**config.mk**
```make
export PLATFORM = sky130hd
export DESIGN_NAME = psum_deskew_acc
export DESIGN_NICKNAME = d
export VERILOG_FILES = /design/src/rtl/psum_deskew_acc.sv
export SDC_FILE = /design/constraint.sdc
export NUM_CORES = 2
export LEC_CHECK = 0
export CAP_MARGIN = 20
export CORE_UTILIZATION = 40
export CTS_CLUSTER_DIAMETER = 30
export DETAILED_ROUTE_END_ITERATION = 16
export GPL_ROUTABILITY_DRIVEN = 0
export HOLD_SLACK_MARGIN = 0.02
export PLACE_DENSITY = 0.53
export SLEW_MARGIN = 20
export SYNTH_ARGS = -nofsm -noshare
export SYNTH_HDL_FRONTEND = slang
export SYNTH_SLANG_ARGS = --single-unit
```
**constraint.sdc**
```tcl
create_clock -name clk -period 7.4 [get_ports clk]
set_input_delay 1.85 -clock clk [delete_from_list [all_inputs] [get_ports clk]]
set_output_delay 1.85 -clock clk [all_outputs]
set_load 0.05 [all_outputs]
```
**src/rtl/psum_deskew_acc.sv**
```systemverilog
// Deskew and K-tile accumulation stage under the bottom row of a
// weight-stationary systolic array. Column j arrives j cycles after
// column 0. Each column is delayed so that all columns line up, rows
// are summed across K-tiles in a local buffer, and finished rows are
// pushed into a valid/ready output FIFO.

// Per-column lane: a DEPTH-stage delay line followed by the
// accumulate adder, which wraps with no saturation.
module psum_deskew_lane #(
  parameter int W     = 32,
  parameter int DEPTH = 1
) (
  input  logic         clk,
  input  logic         rst_n,
  input  logic [W-1:0] psum,
  input  logic [W-1:0] acc,
  output logic [W-1:0] aligned,
  output logic [W-1:0] sum
);
  if (DEPTH == 0) begin : g_thru
    logic unused_ok;
    assign unused_ok = &{1'b0, clk, rst_n};
    assign aligned   = psum;
  end else begin : g_dly
    logic [DEPTH-1:0][W-1:0] dly;
    // delay line that removes this column's skew
    always_ff @(posedge clk or negedge rst_n) begin
      if (!rst_n) begin
        dly <= '0;
      end else begin
        dly[0] <= psum;
        for (int i = 1; i < DEPTH; i++) dly[i] <= dly[i-1];
      end
    end
    assign aligned = dly[DEPTH-1];
  end

  assign sum = aligned + acc;
endmodule

module psum_deskew_acc #(
  parameter int N_COLS     = 4,
  parameter int DATA_W_OUT = 32,
  parameter int ROWS_MAX   = 16,
  parameter int KT_W       = 8,
  parameter int FIFO_DEPTH = 8,
  localparam int RW        = $clog2(ROWS_MAX+1),
  localparam int VW        = N_COLS*DATA_W_OUT
) (
  input  logic          clk,
  input  logic          rst_n,
  input  logic          start,
  input  logic [RW-1:0] cfg_rows,
  input  logic [KT_W-1:0] cfg_ktiles,
  input  logic          in_valid,
  input  logic [VW-1:0] psum_in,
  output logic          out_valid,
  input  logic          out_ready,
  output logic [VW-1:0] out_data,
  output logic          busy,
  output logic          done,
  output logic          almost_full,
  output logic          ovf_err
);
  localparam int STAGES = N_COLS-1;
  localparam int BW     = $clog2(ROWS_MAX);
  localparam int AW     = $clog2(FIFO_DEPTH);

  typedef enum logic {IDLE, RUN} state_t;
  state_t state, state_nxt;

  logic [STAGES:1]  vld_pipe;
  logic             aligned_valid, acc_en, start_acc, last_k;
  logic [VW-1:0]    vec, sum_vec, acc_rd;
  logic [RW-1:0]    m_lat, row_cnt;
  logic [KT_W-1:0]  k_lat, k_cnt;
  logic [VW-1:0]    acc_buf [ROWS_MAX];
  logic             res_vld, res_last;
  logic [VW-1:0]    res_data;
  logic [VW-1:0]    fifo_mem [FIFO_DEPTH];
  logic [AW-1:0]    wr_ptr, rd_ptr;
  logic [AW:0]      cnt;
  logic             full, pop, push_ok;

  assign start_acc     = start && (state == IDLE);
  assign aligned_valid = vld_pipe[STAGES];
  assign acc_en        = aligned_valid && (state == RUN);
  assign last_k        = (k_cnt == k_lat - KT_W'(1));
  assign acc_rd        = acc_buf[row_cnt[BW-1:0]];

  // valid shift register that tracks column 0 to the aligned point
  always_ff @(posedge clk or negedge rst_n) begin
    if (!rst_n) begin
      vld_pipe <= '0;
    end else begin
      vld_pipe[1] <= in_valid;
      for (int i = 2; i <= STAGES; i++) vld_pipe[i] <= vld_pipe[i-1];
    end
  end

  for (genvar j = 0; j < N_COLS; j++) begin : g_lane
    psum_deskew_lane #(.W(DATA_W_OUT), .DEPTH(N_COLS-1-j)) u_lane (
      .clk     (clk),
      .rst_n   (rst_n),
      .psum    (psum_in[j*DATA_W_OUT +: DATA_W_OUT]),
      .acc     (acc_rd[j*DATA_W_OUT +: DATA_W_OUT]),
      .aligned (vec[j*DATA_W_OUT +: DATA_W_OUT]),
      .sum     (sum_vec[j*DATA_W_OUT +: DATA_W_OUT])
    );
  end

  // FSM state register
  always_ff @(posedge clk or negedge rst_n) begin
    if (!rst_n) state <= IDLE;
    else        state <= state_nxt;
  end

  // FSM next state: leave RUN right after the final row push
  always_comb begin
    state_nxt = state;
    case (state)
      IDLE: if (start) state_nxt = RUN;
      RUN:  if (res_vld && res_last) state_nxt = IDLE;
      default: state_nxt = IDLE;
    endcase
  end

  assign busy = (state == RUN);
  assign done = res_vld && res_last;

  // job config latch and row/K-tile counters; rows are clamped to the buffer depth
  always_ff @(posedge clk or negedge rst_n) begin
    if (!rst_n) begin
      m_lat   <= '0;
      k_lat   <= '0;
      row_cnt <= '0;
      k_cnt   <= '0;
    end else if (start_acc) begin
      m_lat   <= (cfg_rows == '0) ? RW'(1) :
                 (cfg_rows > RW'(ROWS_MAX)) ? RW'(ROWS_MAX) : cfg_rows;
      k_lat   <= (cfg_ktiles == '0) ? KT_W'(1) : cfg_ktiles;
      row_cnt <= '0;
      k_cnt   <= '0;
    end else if (acc_en) begin
      if (row_cnt == m_lat - RW'(1)) begin
        row_cnt <= '0;
        k_cnt   <= k_cnt + KT_W'(1);
      end else begin
        row_cnt <= row_cnt + RW'(1);
      end
    end
  end

  // accumulation buffer: tile 0 overwrites, so no reset is needed
  always_ff @(posedge clk) begin
    if (acc_en && !last_k)
      acc_buf[row_cnt[BW-1:0]] <= (k_cnt == '0) ? vec : sum_vec;
  end

  // result register for the last K-tile, pushed to the FIFO next cycle
  always_ff @(posedge clk or negedge rst_n) begin
    if (!rst_n) begin
      res_vld  <= 1'b0;
      res_last <= 1'b0;
      res_data <= '0;
    end else begin
      res_vld  <= acc_en && last_k;
      res_last <= acc_en && last_k && (row_cnt == m_lat - RW'(1));
      if (acc_en && last_k)
        res_data <= (k_cnt == '0) ? vec : sum_vec;
    end
  end

  assign full        = (cnt == (AW+1)'(FIFO_DEPTH));
  assign out_valid   = (cnt != '0);
  assign pop         = out_valid && out_ready;
  assign push_ok     = res_vld && (!full || pop);
  assign almost_full = (cnt >= (AW+1)'(FIFO_DEPTH-2));
  assign out_data    = fifo_mem[rd_ptr];

  // output FIFO; a pop frees a slot for a same-cycle push when full
  always_ff @(posedge clk or negedge rst_n) begin
    if (!rst_n) begin
      wr_ptr <= '0;
      rd_ptr <= '0;
      cnt    <= '0;
      for (int i = 0; i < FIFO_DEPTH; i++) fifo_mem[i] <= '0;
    end else begin
      if (push_ok) begin
        fifo_mem[wr_ptr] <= res_data;
        wr_ptr           <= wr_ptr + AW'(1);
      end
      if (pop) rd_ptr <= rd_ptr + AW'(1);
      case ({push_ok, pop})
        2'b10:   cnt <= cnt + (AW+1)'(1);
        2'b01:   cnt <= cnt - (AW+1)'(1);
        default: cnt <= cnt;
      endcase
    end
  end

  // sticky overflow flag, cleared when a new job is accepted
  always_ff @(posedge clk or negedge rst_n) begin
    if (!rst_n)                       ovf_err <= 1'b0;
    else if (start_acc)               ovf_err <= 1'b0;
    else if (res_vld && full && !pop) ovf_err <= 1'b1;
  end
endmodule

```
==> flow_summary_export.csv <==
group,metric,value,unit
status,outcome,"complete, no violations",
yosys,synth-seq-cells,3435,
yosys,synth_area,142000,µm²
yosys,synth_edf_count,2048,
cells_and_area,fill_cells,28728,
setup_path,cpMostUsedCell,"mux4_2",
pwr,max-vdd-ir-drop,0.345,mV
sta,hold_violations,0,
sta,tightest_slew,1.11,ns
yosys,netlist_top_cells_count,"edfxtp_1 (2048), dfrtp_1 (1387), mux2_2 (1225)",
setup_path,cp.arrival,7.31,ns
yosys,yosysTopAreaCellShare,43.5,%
pwr,p_per_area,517,nW/µm²
setup_path,critical_path_class,"register to register",
die,die_h,597,µm
cts,clockBufferDepth,4,
pwr,p_int,62.2,mW
pwr,power.leakage,68.9,nW
yosys,synth.area.mux_share,24.1,%
detailed_routing,drt_iter0_drc,6690,
cts,numCtsBuffers,724,
grt,grt_max_degree,178,
cts,insertion_delay,1.06,ns
pwr,clkPwrFrac,36.5,%
sta,tns,0,ns
sta,max_freq,156,MHz
setup_path,cp_slowest_cell,"a2111oi_0",
yosys,yosys.area.top_type,"edfxtp_1",
cells_and_area,fin_util,50.2,%
die,core_region_area,352000,µm²
cts,post_cts.repair.setup_buffers,0,
sta,setup_viol,0,
yosys,synth.avg_cell_area,18.8,µm²
cts,htreeDepth,6,
pwr,swShare,32.1,%
setup_path,worstPathCellList,"buf_16, buf_12, mux4_2, mux4_2, ha_1, o211ai_1, a21oi_1, o21ai_0, a2111oi_0, nor3_1, o31a_1, mux2i_1, nand3_1, mux2_2",
setup_path,cp-start-kind,"register",
sta,rsz0062_at_grt,"false",
yosys,syn_inst,7538,
cells_and_area,drive_above_1_share,40.5,%
cells_and_area,ff_latch_area,96200,µm²
sta,max_slew_margin,25.7,%
detailed_routing,drc,0,
cts,holdBufCountCts,0,
die,die_w,597,µm
yosys,synthSimpleGateAreaFrac,2.16,%
cts,cts_tree,"yes",
yosys,yosys_warnings,0,
detailed_routing,routedWlPerCell,28.7,µm
cts,cts_root_buffer,"clkbuf_16",
grt,track_usage,22.0,%
yosys,ys.flop_type,"edfxtp_1",
sta,setup_ws,0.984,ns
yosys,yosysMostFrequentCell,"edfxtp_1",
detailed_routing,routed_wl,393000,µm
grt,grt_first_pass_wirelength,572000,µm
die,initial_core_util,40.2,%
yosys,synth-compound-area-share,2.38,%
sta,finalMaxSlewViolations,0,
yosys,synth_top_family_by_area,"multiplexers",
placed_design,dp_slack,0.922,ns
cts,cts_sinks,3435,
setup_path,critPathBufInv,2,
setup_path,endpoint_kind,"register",
setup_path,worstPathRequired,8.29,ns
flow_run,drv_cap,0,
cts,clkTransAtPathRegs,0.05,ns
yosys,ys_types,77,
cells_and_area,multiInputGateArea,43800,µm²
setup_path,critPathMaxFanout,24,
cells_and_area,syn2layout_area_growth,25.1,%
cells_and_area,nNetsFinal,8624,
pwr,combinationalPowerShare,28.2,%
sta,fin_crit,6.42,ns
detailed_routing,ant_nets,0,
setup_path,cp_top_family,"compound AO/OA/AOI/OAI gates",
sta,fin_skew,0.0693,ns
pwr,seqPwrFrac,35.3,%
sta,finalCritPeriodShare,86.7,%
die,num_io_pins,279,
cts,cts-resized-gates,0,
yosys,synth_xor_area_share,0.858,%
yosys,syn_nets,7826,
placed_design,port_buffers,278,
yosys,synth_area_leaders,"edfxtp_1 (43%), dfrtp_1 (25%), mux4_2 (14%)",
pwr,finalPower,91.5,mW
die,std_cell_rows,218,
pwr,switchingPower,29.4,mW
grt,grt_pass1_vias,81614,
yosys,synth_fa_ha_area_share,1.28,%
grt,grt_remaining_overflow,0,
hold_path,hold_path_class,"register to register",
die,dieArea,356000,µm²
grt,antenna_found_initial,31,
setup_path,max_stage_delay,0.91,ns
yosys,synth_seq_area_share,68.0,%
yosys,async_flop_share,40.4,%
detailed_routing,drt_pass1_iterations,6,
placed_design,hpwl,221000,µm
detailed_routing,routed_via_density,5.58,
detailed_routing,vias,76452,
## placed cells by master, fill, tap and decap left out, types with 75 or more instances in the layout
master / synthesis / final
edfxtp_1: 2048 / 2048
dfrtp_1: 1387 / 1380
mux2_2: 1225 / 1225
mux4_2: 891 / 891
clkbuf_16: 0 / 739
nand2_1: 315 / 312
clkdlybuf4s50_1: 0 / 277
nor2_1: 164 / 162
a21oi_1: 173 / 154
buf_4: 0 / 142
ha_1: 137 / 137
clkinv_2: 0 / 119
o21ai_0: 151 / 111
clkbuf_1: 289 / 102
bufinv_16: 0 / 100
clkbuf_8: 0 / 75
## metrics by stage
stage          hold WS, ns  cells  cell area [µm²]
2_1_floorplan        0.331   7538           142000
3_3_place_gp         0.337  12335           151000
3_5_place_dp         0.335  12337           151000
4_1_cts              0.343  13696           177000
5_1_grt              0.353  13700           177000
6_report             0.340  13707           177000
## worst reg2reg max path: cells and delay by family, from the launching register on
family | cells | cell delay [ns]
buffers and inverters | 2 | 0.63
DFF | 1 | 0.79
muxes | 4 | 1.65
and+or+nand+nor | 2 | 0.68
AOI/OAI and AO/OA | 5 | 2.12
adders and majority gates | 1 | 0.42
## per-layer routing
layer | global-route usage, % | routed length (µm) | vias up
met1 | 32.5 | 180000 | 41658
li1 | - | - | 31821
met2 | 34.0 | 182000 | 2425
met5 | 0 | 0 | -
met3 | 3.34 | 22100 | 548
met4 | 5.89 | 8500 | 0
## registers in the layout, indices dropped and copies added (netlist names), 4 cells and up
signal / count
acc_buf: 2048
cnt: 4
fifo_mem: 1024
g_lane.u_lane.aligned: 96
g_lane.u_lane.g_dly.dly: 96
k_cnt: 8
k_lat: 8
m_lat: 5
res_data: 128
row_cnt: 5
## power groups by stage
stage          Combinational (mW)  Clock, mW  Sequential [mW]
2_1_floorplan                16.4          0             31.6
3_3_place_gp                 24.9          0             32.6
3_5_place_dp                 25.7          0             32.7
4_1_cts                      25.7       33.9             32.4
5_1_grt                      28.0       34.9             32.5
6_report                     25.8       33.4             32.3
## final cells by class
class / count / area share (%)
Clock buffer: 916 / 11.2
Multi-Input combinational cell: 3636 / 24.7
Inverter: 56 / 0.122
Sequential cell: 3435 / 54.4
Antenna cell: 8 / 0.0113
Clock inverter: 443 / 3.29
Timing Repair Buffer: 483 / 2.91
Tap cell: 4730 / 3.34
## worst paths after layout
kind	startpoint	endpoint	slack (ns)	cells past startpoint
setup / recovery	row_cnt[0]	res_data[62]	0.98	14
hold / removal	g_lane[0].u_lane.g_dly.dly[15]	g_lane[0].u_lane.g_dly.dly[47]	0.34	0
setup reg to reg	row_cnt[0]	res_data[62]	0.98	14
hold reg to reg	g_lane[0].u_lane.g_dly.dly[15]	g_lane[0].u_lane.g_dly.dly[47]	0.34	0
max in group asynchronous	rst_n	rd_ptr[2]	4.86	3
min in group asynchronous	rst_n	g_lane[1].u_lane.g_dly.dly[16]	0.74	1
## cells by family after synthesis
| group | count (synthesis) |
|---|---|
| AOI/OAI and AO/OA | 547 |
| adders and majority gates | 142 |
| and+or+nand+nor | 684 |
| xor gates and xnor gates | 137 |
| DFF | 3435 |
| buffers and inverters | 467 |
| muxes | 2126 |
Note: power is estimated with default switching activity, not from simulation.
